--- src/rtl/spi_pattern_pkg.sv ---
// Shared definitions for the SPI pattern transmitter: mode encoding, default
// LFSR taps and the internal reset-release synchroniser depth.
package spi_pattern_pkg;

  // Pattern register update selected by the mode input.
  typedef enum logic [1:0] {
    ROTATE   = 2'd0,
    SHIFT_IN = 2'd1,
    LFSR     = 2'd2,
    HOLD     = 2'd3
  } spi_mode_e;

  // Maximal-length feedback for an 8-bit Fibonacci LFSR (period 255).
  localparam logic [7:0] DEFAULT_TAPS = 8'hB8;

  // Reset is asserted asynchronously and released through this many flops.
  localparam int unsigned RST_SYNC_STAGES = 2;

  // Bit counter width able to hold 0..width-1, never narrower than one bit.
  function automatic int unsigned bit_cnt_width(input int unsigned width);
    return (width > 1) ? $clog2(width) : 1;
  endfunction

endpackage

--- src/rtl/clk_div_tick.sv ---
// Programmable divider producing a single-cycle tick every div_val+1 enabled
// clk cycles. The compare is ">=" so lowering div_val below the running count
// fires a tick immediately instead of waiting for the counter to wrap.
module clk_div_tick import spi_pattern_pkg::*; #(
  parameter int unsigned DIV_W = 24
) (
  input  logic             clk,
  input  logic             rst,
  input  logic             en,
  input  logic [DIV_W-1:0] div_val,
  output logic             tick
);

  logic [DIV_W-1:0] cnt_q;
  logic [DIV_W-1:0] cnt_d;

  assign tick = en & (cnt_q >= div_val);

  // Next count: frozen while disabled, back to zero on a tick.
  always_comb begin
    cnt_d = cnt_q;
    if (en) begin
      if (tick) begin
        cnt_d = '0;
      end else begin
        cnt_d = cnt_q + DIV_W'(1);
      end
    end
  end

  // Divider counter register.
  always_ff @(posedge clk or posedge rst) begin
    if (rst) begin
      cnt_q <= '0;
    end else begin
      cnt_q <= cnt_d;
    end
  end

endmodule

--- src/rtl/spi_pattern_tx.sv ---
// SPI-style pattern transmitter. A WIDTH-bit pattern register is shifted out
// MSB first on sdo; shifts happen on the sclk falling edge so sdo is stable at
// every sclk rising edge. frame pulses for one clk after each WIDTH-bit group.
//
// Build option: define SPI_PATTERN_LFSR_EN to compile in the LFSR mode (mode
// 2). Without it mode 2 rotates like mode 0 and TAPS has no effect.
//
// Reset asserts asynchronously; its release passes through RST_SYNC_STAGES
// flops, so the first sclk tick lands div_val+1 cycles after that internal
// release (RST_SYNC_STAGES+div_val+1 clk edges after rst falls).
module spi_pattern_tx import spi_pattern_pkg::*; #(
  parameter int unsigned       WIDTH = 8,  // 2..32
  parameter int unsigned       DIV_W = 24,
  parameter logic [WIDTH-1:0]  TAPS  = WIDTH'(DEFAULT_TAPS)
) (
  input  logic             clk,
  input  logic             rst,
  input  logic             en,
  input  logic [DIV_W-1:0] div_val,
  input  logic [1:0]       mode,
  input  logic             load,
  input  logic [WIDTH-1:0] load_data,
  input  logic             ser_in,
  output logic             sclk,
  output logic             sdo,
  output logic             frame
);

  localparam int unsigned        BitCntW   = bit_cnt_width(WIDTH);
  localparam logic [BitCntW-1:0] BitCntMax = BitCntW'(WIDTH - 1);

  logic [RST_SYNC_STAGES-1:0] rst_sync_q;
  logic                       rst_hold;
  logic                       run;
  logic                       tick;
  logic                       shift_edge;

  logic               sclk_q;
  logic               sclk_d;
  logic [WIDTH-1:0]   sr_q;
  logic [WIDTH-1:0]   sr_d;
  logic [WIDTH-1:0]   sr_shift;
  logic [BitCntW-1:0] bit_cnt_q;
  logic [BitCntW-1:0] bit_cnt_d;
  logic               frame_q;
  logic               frame_d;

  // Reset release synchroniser: set immediately by rst, drains to 0 on clk.
  always_ff @(posedge clk or posedge rst) begin
    if (rst) begin
      rst_sync_q <= '1;
    end else begin
      rst_sync_q <= {rst_sync_q[RST_SYNC_STAGES-2:0], 1'b0};
    end
  end

  // Registers stay in their reset state until the release has propagated.
  assign rst_hold = rst_sync_q[RST_SYNC_STAGES-1];
  assign run      = en & ~rst_hold;

  clk_div_tick #(
    .DIV_W (DIV_W)
  ) u_div (
    .clk     (clk),
    .rst     (rst),
    .en      (run),
    .div_val (div_val),
    .tick    (tick)
  );

  // A shift is the tick on which sclk falls.
  assign shift_edge = tick & sclk_q;

  // Candidate pattern value for the current mode, used only on a shift edge.
  always_comb begin
    sr_shift = sr_q;
    case (spi_mode_e'(mode))
      ROTATE:   sr_shift = {sr_q[WIDTH-2:0], sr_q[WIDTH-1]};
      SHIFT_IN: sr_shift = {sr_q[WIDTH-2:0], ser_in};
`ifdef SPI_PATTERN_LFSR_EN
      // All-zero is the LFSR lock-up state; kick it into the sequence.
      LFSR: begin
        if (sr_q == '0) begin
          sr_shift = WIDTH'(1);
        end else begin
          sr_shift = {sr_q[WIDTH-2:0], ^(sr_q & TAPS)};
        end
      end
`else
      LFSR:     sr_shift = {sr_q[WIDTH-2:0], sr_q[WIDTH-1]};
`endif
      HOLD:     sr_shift = sr_q;
      default:  sr_shift = sr_q;
    endcase
  end

`ifndef SPI_PATTERN_LFSR_EN
  // TAPS only matters when the LFSR mode is compiled in.
  logic unused_taps;
  assign unused_taps = ^TAPS;
`endif

  // Next state for sclk, pattern register, bit counter and frame strobe.
  always_comb begin
    sclk_d    = sclk_q;
    sr_d      = sr_q;
    bit_cnt_d = bit_cnt_q;
    frame_d   = 1'b0;
    if (rst_hold) begin
      sclk_d    = 1'b0;
      sr_d      = '1;
      bit_cnt_d = '0;
    end else begin
      if (tick) begin
        sclk_d = ~sclk_q;
      end
      // Load wins over a shift but leaves the divider and sclk running.
      if (load) begin
        sr_d      = load_data;
        bit_cnt_d = '0;
      end else if (shift_edge) begin
        sr_d = sr_shift;
        if (bit_cnt_q == BitCntMax) begin
          bit_cnt_d = '0;
          frame_d   = 1'b1;
        end else begin
          bit_cnt_d = bit_cnt_q + BitCntW'(1);
        end
      end
    end
  end

  // State registers; reset leaves the pattern all ones so sdo idles high.
  always_ff @(posedge clk or posedge rst) begin
    if (rst) begin
      sclk_q    <= 1'b0;
      sr_q      <= '1;
      bit_cnt_q <= '0;
      frame_q   <= 1'b0;
    end else begin
      sclk_q    <= sclk_d;
      sr_q      <= sr_d;
      bit_cnt_q <= bit_cnt_d;
      frame_q   <= frame_d;
    end
  end

  assign sclk  = sclk_q;
  assign sdo   = sr_q[WIDTH-1];
  // Disabling the block also masks a pending frame strobe.
  assign frame = frame_q & en;

endmodule

--- config.mk ---
export PLATFORM = sky130hd
export DESIGN_NAME = spi_pattern_tx
export DESIGN_NICKNAME = d
export VERILOG_FILES = /design/src/rtl/spi_pattern_pkg.sv /design/src/rtl/clk_div_tick.sv /design/src/rtl/spi_pattern_tx.sv
export SDC_FILE = /design/constraint.sdc
export NUM_CORES = 1
export LEC_CHECK = 0
export CAP_MARGIN = 20
export CORE_AREA = 2 2 72 74
export CTS_BUF_LIST = sky130_fd_sc_hd__clkbuf_16
export CTS_CLUSTER_SIZE = 20
export DETAILED_ROUTE_END_ITERATION = 6
export DIE_AREA = 0 0 74 76
export GPL_TIMING_DRIVEN = 1
export PLACE_DENSITY = 0.78
export SKIP_LAST_GASP = 1
export SYNTH_ARGS = -nofsm -noshare
export SYNTH_HDL_FRONTEND = slang
export SYNTH_SLANG_ARGS = --single-unit
--- constraint.sdc ---
create_clock -name clk -period 6.4 [get_ports clk]
set_clock_uncertainty 0.2 [all_clocks]
set_input_delay 0.96 -clock clk [delete_from_list [all_inputs] [get_ports clk]]
set_output_delay 0.96 -clock clk [all_outputs]
set_load 0.005 [all_outputs]
==> impl_metrics.csv <==
group,metric,value,unit
yosys,synth_area_per_cell,9.447,µm²
worst_setup_path,critPathArrivalTime,3.44,ns
timing,drv_slew,0,
yosys,synth_seq_area_share,0.3737,
detailed_routing,drtPass1Iterations,4,
floorplanning,die_x,74,µm
power,pwr-share-clk,0.350,
timing,fin_ws,2.898,ns
cts,postCtsHoldBufs,0,
floorplanning,rows,26,
timing,period_needed,3.502,ns
timing,final_hold_viol_count,0,
detailed_routing,initialDrtViolationCount,95,
yosys,syn_area,2645,µm²
yosys,yosys.area.top_type,"dfrtp_1",
floorplanning,initial_core_util,0.5385,
timing,tns,0,ns
global_routing,grt_max_degree,40,
detailed_routing,wl_per_cell,13.16,µm
yosys,synthArstFlopShare,1.000,
detailed_routing,vias_per_cell,5.201,
cts,htree_levels,2,
cts,numCtsBuffers,5,
min_path,min_path_type,"flip-flop to flip-flop",
worst_setup_path,worstPathMaxFanout,19,
floorplanning,die_h,76,µm
worst_setup_path,rrSetupSlack,3.62,ns
power,p_sw,182.1,µW
yosys,synth_fp_nets,346,
detailed_routing,drc,0,
outcome,run_status,"completed",
global_routing,grt_pass1_wl,8832,µm
power,switching_share,0.2716,
cts,clk_path_buf_depth,2,
flow_run,max_cap_viol_count,0,
cts,cts_resized,0,
power,p_seq_frac,0.451,
power,pwr-share-comb,0.199,
timing,setup_viol,0,
timing,fin_crit_sh,0.5471,
worst_setup_path,required,6.34,ns
cts,clock_latency,0.28,ns
floorplanning,core,4912,µm²
detailed_routing,wl,5184,µm
global_routing,track_usage,0.2011,
power,p_leak,0.001528,µW
cts,cts.sinks,39,
timing,tightest_slew,0.5586,ns
placed_design,hpwl,3834,µm
power,p_int,488.4,µW
layout,area_delta_synth_final,23.04,%
yosys,yosysWarnings,0,
global_routing,antenna_found_initial,0,
worst_setup_path,crit_type,"input pin to flip-flop",
layout,nets,389,
placed_design,place_ws,2.595,ns
placed_design,finalWeightedCongestion,0.8016,
floorplanning,pin_count,42,
global_routing,grt-ovfl-total,0,
placed_design,portBuffers,41,
cts,clkTransAtPathRegs,0.06,ns
yosys,syn_inst,280,
yosys,ys_ff_latch,39,
power,power,670.5,µW
detailed_routing,vias,2049,
global_routing,first_global_vias,2029,
timing,grt_setup_unrepaired,"no",
cts,cts_tree,"done",
power,cellPowerDensity,206.0,nW/µm²
yosys,synth.area.top_cells,"dfrtp_1 27%, ha_1 13%, dfstp_2 9.9%, mux2_4 4.5%, inv_1 4.3%",
yosys,synth-edff-count,0,
power,peakVddDrop,0.1728,mV
yosys,ys.flop_type,"dfrtp_1",
floorplanning,die-area,5624,µm²
cts,cts-root-buf,"clkbuf_16",
yosys,ys_types,47,
worst_setup_path,end_kind,"flip-flop",
cts,cts_setup_buffers,0,
timing,slew_headroom,0.6264,
layout,layout-drive-gt1-share,0.1111,
detailed_routing,detail-route-antenna-nets,0,
layout,diodes,0,
worst_setup_path,critPathLaunchType,"input pin",
timing,max_freq,0.2856,GHz
yosys,synthDominantCellAreaShare,0.2744,
## power groups by stage
stage / clock network, µW / registers, µW / logic, µW
floorplan: 0 / 297 / 91.4
global placement: 0 / 305 / 128
detailed placement: 0 / 306 / 134
CTS: 240 / 303 / 135
global route: 249 / 306 / 153
finish: 235 / 302 / 133
## cell type report
class	instances	area, µm²
fill	428	1658
multi-input combinational	204	1503
sequential	39	988.4
timing repair buffer	43	425.4
clock buffer	5	125.1
inverter	30	112.6
tap	70	87.58
clock inverter	3	12.51
## state kept, by name, indices dropped and copies added (netlist names)
register / count
u_div.cnt_q: 24
sr_q: 8
bit_cnt_q: 3
rst_sync_q: 2
frame_q: 1
sclk: 1
## cells in the final DEF (no fill, tap or decap), types with 3 or more instances in the layout
| cell type | n |
|---|---|
| nand2_1 | 23 |
| a211o_1 | 7 |
| and3_1 | 4 |
| dfrtp_1 | 29 |
| clkdlybuf4s50_1 | 41 |
| nor4_1 | 4 |
| xnor2_1 | 9 |
| nor2_1 | 28 |
| mux2_4 | 8 |
| nor3_1 | 4 |
| nor2b_1 | 9 |
| xor2_1 | 10 |
| nand3_1 | 14 |
| ha_1 | 27 |
| mux2i_1 | 5 |
| inv_1 | 31 |
| a21oi_1 | 10 |
| nand4_1 | 4 |
| nand2b_1 | 3 |
| o21ai_0 | 7 |
| clkbuf_16 | 5 |
| dfstp_2 | 10 |
## cell families (layout without fill, tap and decap cells)
logic type	after synthesis	in the layout	synth area share
other	1	1	0.001418
XOR/XNOR	19	19	0.06291
flip-flops	39	39	0.3737
AO/OA/AOI/OAI	39	39	0.1036
AND/OR/NAND/NOR	103	103	0.1996
buffers and inverters	37	81	0.05818
multiplexers	15	15	0.07285
adder cells (fa/ha/maj)	27	27	0.1277
## routing by layer
layer  GRT usage  up-vias  wire length, µm
li1            -     1043                -
met1      0.2552      956             2301
met2      0.3366       40             2609
met3     0.03836       10              177
met4     0.07091        0               95
met5           0        -                0
## metrics by stage
step                  util  hold WS [ns]  instance area (µm²)  cells
global route        0.6625        0.1623                 3254    394
CTS                 0.6625        0.1552                 3254    394
global placement    0.6345        0.1457                 3117    386
floorplan                -        0.1452                 2645    280
finish              0.6625        0.1538                 3254    394
detailed placement  0.6345        0.1475                 3117    386
## cell usage after synthesis (2+ instances only)
cell / n
inv_1: 30
dfrtp_1: 29
nor2_1: 28
ha_1: 27
nand2_1: 23
nand3_1: 14
a21oi_1: 10
dfstp_2: 10
xor2_1: 10
nor2b_1: 9
xnor2_1: 9
mux2_4: 8
a211o_1: 7
o21ai_0: 7
mux2i_1: 5
and3_1: 4
nand4_1: 4
nor3_1: 4
nor4_1: 4
buf_2: 3
nand2b_1: 3
a211oi_1: 2
a31oi_1: 2
clkbuf_1: 2
mux2_2: 2
o21a_1: 2
or3_1: 2
## critical path: stages
cell,delay (ns)
clkdlybuf4s50_1,0.45
inv_1,0.04
ha_1,0.31
nand4_2,0.15
nor4_2,0.39
nand3_1,0.14
or2_1,0.38
a21oi_4,0.50
nor2_1,0.13
## worst paths after layout
check                                                 start                     endpoint  depth (start not counted)
worst max-delay path                            div_val[23]  u_div.cnt_q[16]$_DFFE_PP0P_                          9
min in group asynchronous                               rst  u_div.cnt_q[21]$_DFFE_PP0P_                          3
max in group asynchronous                               rst      rst_sync_q[0]$_DFF_PP1_                          3
worst max register to register  u_div.cnt_q[17]$_DFFE_PP0P_  u_div.cnt_q[16]$_DFFE_PP0P_                          7
worst min-delay path                rst_sync_q[0]$_DFF_PP1_      rst_sync_q[1]$_DFF_PP1_                          0
worst min register to register      rst_sync_q[0]$_DFF_PP1_      rst_sync_q[1]$_DFF_PP1_                          0
Power figures use the tool's default switching activity.
